**config.mk**
```make
export PLATFORM = sky130hd
export DESIGN_NAME = sqwave_meter_flat
export DESIGN_NICKNAME = d
export VERILOG_FILES = /design/src/rtl/sqwave_meter_if.sv /design/src/rtl/sqwave_meter.sv /design/src/flat_wrapper.sv
export SDC_FILE = /design/constraint.sdc
export NUM_CORES = 1
export LEC_CHECK = 0
export ABC_AREA = 1
export CORE_MARGIN = 1
export CORE_UTILIZATION = 55
export DETAILED_ROUTE_END_ITERATION = 16
export PLACE_DENSITY = 0.81
export SYNTH_ARGS = -nofsm -noshare
export SYNTH_HDL_FRONTEND = slang
export SYNTH_SLANG_ARGS = --single-unit
```
**constraint.sdc**
```tcl
create_clock -name clk -period 1.9 [get_ports clk]
set_clock_uncertainty 0.15 [all_clocks]
set_input_delay 0.285 -clock clk [delete_from_list [all_inputs] [get_ports clk]]
set_output_delay 0.285 -clock clk [all_outputs]
set_load 0.05 [all_outputs]
```
**src/rtl/sqwave_meter_if.sv**
```systemverilog
// Result/handshake bundle between sqwave_meter (master) and its consumer (slave).
// The master publishes one measurement set per period; the slave acknowledges it.
interface sqwave_meter_if #(
    parameter int CNT_W = 8
);
    logic             meas_ack;
    logic [CNT_W-1:0] high_cnt;
    logic [CNT_W-1:0] low_cnt;
    logic [CNT_W:0]   period;
    logic             meas_ovf;
    logic             meas_valid;
    logic             meas_lost;

    modport master (
        input  meas_ack,
        output high_cnt, low_cnt, period, meas_ovf, meas_valid, meas_lost
    );

    modport slave (
        output meas_ack,
        input  high_cnt, low_cnt, period, meas_ovf, meas_valid, meas_lost
    );
endinterface

```
**src/rtl/sqwave_meter.sv**
```systemverilog
// Square-wave meter: measures high time, low time and period of sig_in in clk
// cycles and hands one result set per complete rise-to-rise span to a consumer.
module sqwave_meter #(
    parameter int CNT_W       = 8,
    parameter int SYNC_STAGES = 2
) (
    input  logic clk,
    input  logic rst,
    input  logic en,
    input  logic sig_in,
    sqwave_meter_if.master m
);
    typedef enum logic [1:0] {IDLE, HIGH, LOW} state_t;

    localparam logic [CNT_W-1:0] CNT_MAX = '1;
    localparam logic [CNT_W-1:0] CNT_ONE = CNT_W'(1);

    logic [SYNC_STAGES-1:0] sync_q;
    logic                   s_sync;
    logic                   s_prev;
    logic                   rise;
    logic                   fall;

    state_t           state;
    logic [CNT_W-1:0] hi_c;
    logic [CNT_W-1:0] lo_c;
    logic             ovf;
    logic             complete;
    logic             ack_take;

    assign s_sync = sync_q[SYNC_STAGES-1];
    assign rise   = s_sync & ~s_prev;
    assign fall   = ~s_sync & s_prev;

    // A period closes on the rise that follows a low phase, but only while enabled.
    assign complete = en && (state == LOW) && rise;
    assign ack_take = m.meas_ack && m.meas_valid;

    // NOTE: every register below is assigned with <= so all flops update from
    // the same pre-edge values; blocking = here would chain the sync stages.
    always_ff @(posedge clk) begin
        if (rst) begin
            sync_q <= '0;
            s_prev <= 1'b0;
        end else begin
            sync_q <= {sync_q[SYNC_STAGES-2:0], sig_in};
            s_prev <= s_sync;
        end
    end

    // NOTE: the result registers are plain flops, not a memory, so they take
    // the reset too; a consumer must never see stale fields after rst.
    always_ff @(posedge clk) begin
        if (rst) begin
            state        <= IDLE;
            hi_c         <= '0;
            lo_c         <= '0;
            ovf          <= 1'b0;
            m.high_cnt   <= '0;
            m.low_cnt    <= '0;
            m.period     <= '0;
            m.meas_ovf   <= 1'b0;
            m.meas_valid <= 1'b0;
            m.meas_lost  <= 1'b0;
        end else begin
            if (!en) begin
                state <= IDLE;
                hi_c  <= '0;
                lo_c  <= '0;
                ovf   <= 1'b0;
            end else begin
                case (state)
                    IDLE: begin
                        hi_c <= '0;
                        lo_c <= '0;
                        ovf  <= 1'b0;
                        if (rise) begin
                            state <= HIGH;
                            hi_c  <= CNT_ONE;
                        end
                    end
                    HIGH: begin
                        if (fall) begin
                            state <= LOW;
                            lo_c  <= CNT_ONE;
                        end else if (s_sync) begin
                            if (hi_c == CNT_MAX) ovf <= 1'b1;
                            else                 hi_c <= hi_c + CNT_ONE;
                        end
                    end
                    LOW: begin
                        if (rise) begin
                            state <= HIGH;
                            hi_c  <= CNT_ONE;
                            lo_c  <= '0;
                            ovf   <= 1'b0;
                        end else if (!s_sync) begin
                            if (lo_c == CNT_MAX) ovf <= 1'b1;
                            else                 lo_c <= lo_c + CNT_ONE;
                        end
                    end
                    default: state <= IDLE;
                endcase
            end

            // An overwrite is a completion landing on an unacked result.
            if (complete) begin
                m.high_cnt   <= hi_c;
                m.low_cnt    <= lo_c;
                m.period     <= {1'b0, hi_c} + {1'b0, lo_c};
                m.meas_ovf   <= ovf;
                m.meas_valid <= 1'b1;
                if (m.meas_valid && !m.meas_ack) m.meas_lost <= 1'b1;
            end else if (ack_take) begin
                m.meas_valid <= 1'b0;
                m.meas_lost  <= 1'b0;
            end
        end
    end
endmodule

```
**src/flat_wrapper.sv**
```systemverilog
// flat-port wrapper written by rule: the top's interface ports become plain ports
module sqwave_meter_flat 
#(
    parameter int CNT_W       = 8,
    parameter int SYNC_STAGES = 2
)
  (clk, rst, en, sig_in, m_meas_ack, m_high_cnt, m_low_cnt, m_period, m_meas_ovf, m_meas_valid, m_meas_lost);
  sqwave_meter_if #(.CNT_W(CNT_W)) m_i ();
  input  logic clk;
  input  logic rst;
  input  logic en;
  input  logic sig_in;
  input wire logic [$bits(m_i.meas_ack)-1:0] m_meas_ack;
  output wire logic [$bits(m_i.high_cnt)-1:0] m_high_cnt;
  output wire logic [$bits(m_i.low_cnt)-1:0] m_low_cnt;
  output wire logic [$bits(m_i.period)-1:0] m_period;
  output wire logic [$bits(m_i.meas_ovf)-1:0] m_meas_ovf;
  output wire logic [$bits(m_i.meas_valid)-1:0] m_meas_valid;
  output wire logic [$bits(m_i.meas_lost)-1:0] m_meas_lost;
  assign m_i.meas_ack = m_meas_ack;
  assign m_high_cnt = m_i.high_cnt;
  assign m_low_cnt = m_i.low_cnt;
  assign m_period = m_i.period;
  assign m_meas_ovf = m_i.meas_ovf;
  assign m_meas_valid = m_i.meas_valid;
  assign m_meas_lost = m_i.meas_lost;
  sqwave_meter #(.CNT_W(CNT_W), .SYNC_STAGES(SYNC_STAGES)) u_core (.clk(clk), .rst(rst), .en(en), .sig_in(sig_in), .m(m_i));
endmodule
```
### Word level (Yosys, flattened, before mapping)

Cells that the tools add are included.

| storage, ports and cells | value |
|---|---|
| register bits | 50 |
| bits of input ports | 5 |
| output and inout port bits | 28 |
| word-level logic and storage cells | 75 |

| operators by class | value |
|---|---|
| add/subtract/negate cells | 3 |
| eq/ne operators | 15 |
| multiplexer cells | 25 |
| bitwise operators | 5 |
| reductions and logical operators | 15 |

Operators by type and width:

| operator | number |
|---|---|
| $mux 8 | 8 |
| $pmux 8 s3 | 2 |
| $add 8x1->8 const B | 2 |
| $eq 8x8->1 const B | 2 |
| $mux 1 | 11 |
| $ne 2x1->1 const B | 5 |
| $add 8x8->9 | 1 |
| $ne 2x2->1 const B | 3 |
| $ne 3x2->1 const B | 2 |
| $reduce_and 6->1 | 1 |
| $reduce_and 5->1 | 1 |
| $logic_and 1x1->1 | 4 |
| $mux 2 | 2 |
| $pmux 2 s2 | 1 |
| $reduce_and 2->1 | 2 |
| $reduce_and 4->1 | 1 |
| $reduce_or 2->1 | 2 |
| $ne 3x3->1 const B | 1 |
| $not 1->1 | 3 |
| $pmux 1 s3 | 1 |
| $reduce_bool 3->1 | 1 |
| $and 1x1->1 | 2 |
| $eq 2x1->1 const B | 1 |
| $eq 2x2->1 const B | 1 |
| 3 further kinds | 3 |

### Longest topological paths before layout

Gate-level depths: netlist (run 1).

| logic depth | value |
|---|---|
| depth in word-level cells | 5 |
| mapped depth | 10 |
| gate-level depth less buffers | 10 |

### Least setup slack after synthesis (run 1)

Ideal clock, no wire load.

| timing | value |
|---|---|
| path kind | flip-flop to flip-flop |
| from | register u_core.state[0] |
| to | register u_core.m.period[8] |
| arrival | 1427 ps |
| required time | 1628 ps |
| slack | 201 ps |
| stages on the path, launching flop included | 9 |
| path through | dfxtp_1 > inv_1 > ha_1 > inv_2 > nor3_4 > inv_2 > buf_6 > nor2_1 > a31oi_1 |

| on the way | value |
|---|---|
| longest elaborated chain between the ends | 3 |

RTL lines:

| element | line | text |
|---|---|---|
| start: declaration | sqwave_meter.sv:24 | `state_t state;` |
| start signal: assignment | sqwave_meter.sv:55 | `state <= IDLE;` |
| start signal: assignment | sqwave_meter.sv:67 | `state <= IDLE;` |
| start signal: assignment | sqwave_meter.sv:78 | `state <= HIGH;` |
| $eq 2x2->1 | sqwave_meter.sv:36 | `assign complete = en && (state == LOW) && rise;` |
| $logic_and 1x1->1 (2 in a row) | sqwave_meter.sv:36 |  |
| end signal: assignment | sqwave_meter.sv:110 | `m.period <= {1'b0, hi_c} + {1'b0, lo_c};` |
| end: declaration | sqwave_meter_if.sv:16 | `output high_cnt, low_cnt, period, meas_ovf, meas_valid, meas_lost` |

Every way passes these cells.
A chain may end at the register's enable or synchronous reset.

### Worst setup path in the final report (run 1)

| timing | value |
|---|---|
| from | register u_core.m.low_cnt[6] |
| to | output port m_low_cnt[6] |

RTL lines:

| element | line | text |
|---|---|---|
| start: declaration | sqwave_meter_if.sv:16 |  |
| start signal: assignment | sqwave_meter.sv:109 | `m.low_cnt <= lo_c;` |
| end: declaration | flat_wrapper.sv:15 | `output wire logic [$bits(m_i.low_cnt)-1:0] m_low_cnt;` |

No word-level cell between the ends.

==> reports/results.txt, run 1 <==
Global-route wire length before repair: 10400 um
Clock Sinks: 50
Top post-synthesis cells by area: dfxtp_1 38%, nand2_1 10%, nor2_1 9.3%
CP arrival: 1.45 ns
PnR worst setup slack: 0.0188 ns
Total power density per cell area: 624 nW/um^2
Vias in the first global route: 2337
FF-to-FF End: u_core.lo_c[5]
R2R depth: 8
Vias: 2494
Clk_lat worst skew: 0.29 ns
CP delay by family, top: buffers and inverters
CP Cell Sequence: clkdlybuf4s50_1
CP Data Required Time: 1.46 ns
Final HPWL DP: 4480 um
FF+latch area: 1010 um^2
Drc violations: 2
Drt first pass iters: 10
Share of layout cells above drive strength 1: 0.144
Nets: 444
Critical path startpoint: u_core.m.low_cnt[6]
Max-slew headroom: 0.659
Overall power: 1.95 mW
Height of the die: 71.2 um
Final GP Congestion: 0.933
Core Area: 4470 um^2
Largest net degree at the start of global routing: 23
Starting Density: 0.588
GRT Residual Overflow: 0
Critical Path Fanout Max: 2
Most common cell after layout, fill and taps aside: nand2_1
Multi-input gate area: 1390 um^2
Cell Rows: 24
Final hold vios: 0
Clk buf depth: 2
WP depth: 1
#FFs+latches synth: 50
Sw frac: 0.231
DIE WIDTH: 71.2 um
Pre-CTS WS: 0.0996 ns
Net Sw Power: 0.452 mW
Crit-path max cell delay: 0.81 ns
Run status: complete, but fails checks
H-tree depth: 2
Net Count, Synth: 405
Number of distinct library cells after synthesis: 26
Total CTS buffers: 5
Int Power: 1.50 mW
Initial antenna violation count: 0
Worst setup SP type: register
Synth Instances: 384
Cells after DPL: 468
Wirelength per Cell: 12.8 um
Synthesized cell area: 2630 um^2
DR vias/cell: 5.24
# setup viols final: 0
Initial drt markers: 175
Overall Global Routing Usage: 0.258
TritonCTS clock tree: done
Antenna-violating nets left: 0
Max Cap Viol: 0
Slew Viols, Final: 0
Ys Warns: 0
ANT cells: 0
Part of the power in combinational logic: 0.074
VDD IR-drop max: 0.382 mV
Seq pwr share: 0.548
WP buf/inv: 1
Post-synth top area share: 0.381
FMAX: 532 MHz
Final wirelength: 6070 um
Worst-Margin Slew: 0.511 ns
Syn Area/Cell: 6.85 um^2
WS Path Type: reg -> out
Fin crit share: 0.990
Hold_ws: 0.258 ns
Launching point of the worst reg2reg path: u_core.state[0]
Post-synthesis sequential area ratio: 0.381
Critical path endpoint: m_low_cnt[6]
Synth area leader: dfxtp_1
DP Area: 2980 um^2
Clock Power Share: 0.378
Commonest non-fill, non-tap cells in the layout: 73 x nand2_1, 63 x nor2_1, 50 x inv_1
Hold Path Class: reg -> reg
Critical-path top delay cell: clkdlybuf4s50_1
Post-route insts no fill: 476
IO Port Bufs: 32
CP endpoint kind: output pin
I/O pin cnt: 33
Area delta synth->final: 19.1%
Hold buffers post-CTS: 0
Die Area: 5060 um^2
Leak: 1.46 nW
Cell chosen for the clock root: clkbuf_8
Failing checks: DRC
R2R setup slack: 0.12 ns
Clk slew on worst S/H paths: 0.09 ns
FILL cells: 383
Final Instance Area: 3130 um^2
Period minus WS final: 1.88 ns
-- per-stage QoR --
stage               setup TNS [ns]  utilization
floorplan                        0            -
global placement                 0        0.667
detailed placement               0        0.667
CTS                              0        0.691
global route              -0.00849        0.700
finish                           0        0.700
-- final cells by class --
| class | instances | share of cell area |
|---|---|---|
| Tap cell | 52 | 0.0208 |
| Clock buffer | 6 | 0.0232 |
| Sequential cell | 50 | 0.321 |
| Multi-Input combinational cell | 271 | 0.444 |
| Clock inverter | 2 | 0.0120 |
| Timing Repair Buffer | 41 | 0.114 |
| Inverter | 54 | 0.0647 |
-- cells in the mapped netlist --
cell type  count
nand3_1       33
nand3b_1       1
buf_6          4
nor2_1        65
xnor2_1        2
o21ai_1        2
o21ai_0       28
nor3_1         3
ha_1          15
inv_1         51
inv_2          3
xor2_1         1
a22oi_1        1
nor2_2         2
buf_2          2
o221ai_1       1
nor3_4         1
dfxtp_1       50
nand2_2        4
o211ai_1       1
nand2_1       73
clkbuf_1       3
nand4_1        5
a21oi_1       31
a31oi_1        1
fa_1           1
-- layer usage --
metal,track usage,part of all wire
met1,0.331,0.47
met2,0.440,0.47
met3,0.0442,0.053
met4,0.0822,0.011
met5,0,0
-- power groups by stage --
| stage | clock, mW | sequential (mW) | combinational (mW) |
|---|---|---|---|
| after detailed placement | 0 | 1.09 | 0.138 |
| after global routing | 0.792 | 1.07 | 0.161 |
| after floorplan | 0 | 1.10 | 0.0859 |
| after CTS | 0.752 | 1.07 | 0.139 |
| final | 0.739 | 1.07 | 0.144 |
| after global placement | 0 | 1.09 | 0.135 |
-- cell families after synthesis --
kind of cell / Yosys count / share of synthesized area
adders and majority gates: 16 / 0.0790
DFF: 50 / 0.381
and+or+nand+nor: 187 / 0.301
buffers and inverters: 63 / 0.102
AOI/OAI and AO/OA: 65 / 0.128
xor gates and xnor gates: 3 / 0.00999
-- what timing repair did --
| action | CTS | global route |
|---|---|---|
| setup buffers | 0 | 0 |
| resized for setup | 1 | 15 |
| endpoints found under the setup margin | 1 | 26 |
-- state kept, by name (all words and copies together) (netlist names) --
register and count:
u_core.m.low_cnt 8, u_core.m.meas_valid 1, u_core.m.period 9, u_core.m.meas_ovf 1, u_core.sync_q 2, u_core.s_prev 1, u_core.ovf 1, u_core.state 2
u_core.m.high_cnt 8, u_core.hi_c 8, u_core.lo_c 8, u_core.m.meas_lost 1
-- worst min path at each step --
stage	start	endpoint	slack, ns	cells after the start
finish	u_core.sync_q[0]	u_core.sync_q[1]	0.26	2
global route	u_core.sync_q[0]	u_core.sync_q[1]	0.28	2
CTS	u_core.sync_q[0]	u_core.sync_q[1]	0.26	2
detailed placement	u_core.sync_q[0]	u_core.sync_q[1]	0.25	2
global placement	u_core.sync_q[0]	u_core.sync_q[1]	0.24	2
floorplan	u_core.sync_q[0]	u_core.sync_q[1]	0.24	2
(Power assumes the default switching activity.)
==> inputs of run 2 (changes only) <==
--- a/config.mk
+++ b/config.mk
@@ -6,7 +6,6 @@
 export NUM_CORES = 1
 export LEC_CHECK = 0
 export ABC_AREA = 1
-export CORE_MARGIN = 1
 export CORE_UTILIZATION = 55
 export DETAILED_ROUTE_END_ITERATION = 16
 export PLACE_DENSITY = 0.81
==> results of run 2 <==
The final DEF is identical to that of run 1; final timing and power are the same.
==> inputs of run 3 (changes only) <==
--- a/config.mk
+++ b/config.mk
@@ -9,6 +9,7 @@
 export CORE_UTILIZATION = 55
 export DETAILED_ROUTE_END_ITERATION = 16
 export PLACE_DENSITY = 0.81
+export SKIP_CTS_REPAIR_TIMING = 1
 export SYNTH_ARGS = -nofsm -noshare
 export SYNTH_HDL_FRONTEND = slang
 export SYNTH_SLANG_ARGS = --single-unit
==> run 3 against run 2 <==
Against the previous run:
- the run still ends with DRC left
- design area is 0.12% higher
- via count did not move
- wire length is 0.31% higher
- combinational power barely moved
- register-to-register slack about the same
- final cell count stayed put
- largest cell class unchanged
- utilization up 0.084 points
- maximum frequency barely moved
- sequential power about the same
==> reports/results.txt, run 3 (synthesized netlist as in run 1, its figures left out) <==
Run status: complete, but fails checks
Failing checks: DRC
Nets: 444 (unchanged)
Max Cap Viol: 0 (unchanged)
Initial drt markers: 168 (-4.0%)
Clock Sinks: 50 (unchanged)
IO Port Bufs: 32 (unchanged)
Final wirelength: 6090 um (+0.31%)
Cell Rows: 24 (unchanged)
Period minus WS final: 1.88 ns (+0.00166 ns)
Overall Global Routing Usage: 0.258 (-0.000301)
Core Area: 4470 um^2 (unchanged)
Starting Density: 0.588 (unchanged)
DIE WIDTH: 71.2 um (unchanged)
Hold_ws: 0.258 ns (+0.0000950 ns)
CP Cell Sequence: clkdlybuf4s50_1
Clk slew on worst S/H paths: 0.09 ns (about the same)
Cell chosen for the clock root: clkbuf_8
Initial antenna violation count: 0 (unchanged)
CP arrival: 1.45 ns (about the same)
Area delta synth->final: 19.2%
TritonCTS clock tree: done
Worst-Margin Slew: 0.517 ns (+0.00610 ns)
Hold Path Class: reg -> reg
Die Area: 5060 um^2 (unchanged)
Fin crit share: 0.991 (about the same)
Commonest non-fill, non-tap cells in the layout: 73 x nand2_1, 63 x nor2_1, 50 x inv_1
Height of the die: 71.2 um (unchanged)
Critical Path Fanout Max: 2 (unchanged)
Critical path startpoint: u_core.m.low_cnt[6]
H-tree depth: 2 (unchanged)
WP buf/inv: 1 (unchanged)
Worst setup SP type: register
Final HPWL DP: 4480 um (unchanged)
GRT Residual Overflow: 0 (unchanged)
CP Data Required Time: 1.46 ns (about the same)
Cells after DPL: 468 (unchanged)
Clk_lat worst skew: 0.29 ns (about the same)
Final GP Congestion: 0.933 (unchanged)
VDD IR-drop max: 0.383 mV (+0.27%)
Clk buf depth: 2 (unchanged)
Critical path endpoint: m_low_cnt[6]
Final Instance Area: 3140 um^2 (+0.12%)
CP endpoint kind: output pin
Max-slew headroom: 0.655 (-0.00407)
WS Path Type: reg -> out
Vias in the first global route: 2338 (+0.043%)
FILL cells: 383 (unchanged)
Final hold vios: 0 (unchanged)
Max reg flops: 9 (unchanged)
Total CTS buffers: 5 (unchanged)
Final core utilization: 0.701 (+0.000839)
DP Area: 2980 um^2 (unchanged)
Overall power: 1.96 mW (+0.23%)
FMAX: 531 MHz (about the same)
ANT cells: 0 (unchanged)
R2R setup slack: 0.12 ns (about the same)
FF+latch area: 1010 um^2 (unchanged)
Critical-path top delay cell: clkdlybuf4s50_1
Antenna-violating nets left: 0 (unchanged)
Multi-input gate area: 1390 um^2 (unchanged)
DR vias/cell: 5.24 (unchanged)
Drt first pass iters: 10 (unchanged)
I/O pin cnt: 33 (unchanged)
Drc violations: 2 (unchanged)
Wirelength per Cell: 12.8 um (+0.31%)
Largest net degree at the start of global routing: 23 (unchanged)
Vias: 2494 (unchanged)
R2R depth: 8 (unchanged)
Leak: 1.48 nW (+0.95%)
Post-route insts no fill: 476 (unchanged)
CP delay by family, top: buffers and inverters
Slew Viols, Final: 0 (unchanged)
Crit-path max cell delay: 0.81 ns (about the same)
# setup viols final: 0 (unchanged)
Share of layout cells above drive strength 1: 0.144 (unchanged)
Top reg by flops: u_core.m.period
FF-to-FF End: u_core.lo_c[5]
Launching point of the worst reg2reg path: u_core.state[0]
WP depth: 1 (unchanged)
Global-route wire length before repair: 10400 um (about the same)
Most common cell after layout, fill and taps aside: nand2_1
Total power density per cell area: 625 nW/um^2 (+0.10%)
-- run 3: changes by cell type in the layout (fill, tap and decap cells not counted), sizes merged --
| cell | before | now |
|---|---|---|
| dlymetal6s2s | 1 | 2 |
| dlygate4sd2 | 1 | 0 |
-- run 3: worst min path at each step --
stage | start | end | depth (start not counted)
6_report | u_core.sync_q[0] | u_core.sync_q[1] | 2
5_1_grt | u_core.sync_q[0] | u_core.sync_q[1] | 2
4_1_cts | u_core.sync_q[0] | u_core.sync_q[1] | 2
3_5_place_dp | u_core.sync_q[0] | u_core.sync_q[1] | 2
3_3_place_gp | u_core.sync_q[0] | u_core.sync_q[1] | 2
2_1_floorplan | u_core.sync_q[0] | u_core.sync_q[1] | 2
-- run 3: area by class of cell --
class,instances,area share
Sequential cell,50,0.321
Timing Repair Buffer,41,0.115
Clock buffer,6,0.0231
Multi-Input combinational cell,271,0.444
Clock inverter,2,0.0120
Tap cell,52,0.0208
Inverter,54,0.0646
-- run 3: stage by stage --
stage	setup WS [ns]	setup TNS, ns
detailed placement	0.0996	0
global route	-0.00849	-0.00849
finish	0.0171	0
floorplan	0.201	0
CTS	-0.00893	-0.00893
global placement	0.139	0
-- run 3: layer usage --
metal	track usage	vias to the layer above	part of all wire
met1	0.331	1097	0.46
met3	0.0442	11	0.059
met2	0.439	76	0.47
li1	-	1310	-
met4	0.0822	0	0.011
met5	0	-	0
-- run 3: power by group --
group	total (mW)	internal, mW	switching (mW)	leakage [nW]
sequential	1.07	1.06	0.0125	0.405
clock	0.743	0.393	0.350	0.0514
combinational	0.144	0.0513	0.0932	1.02
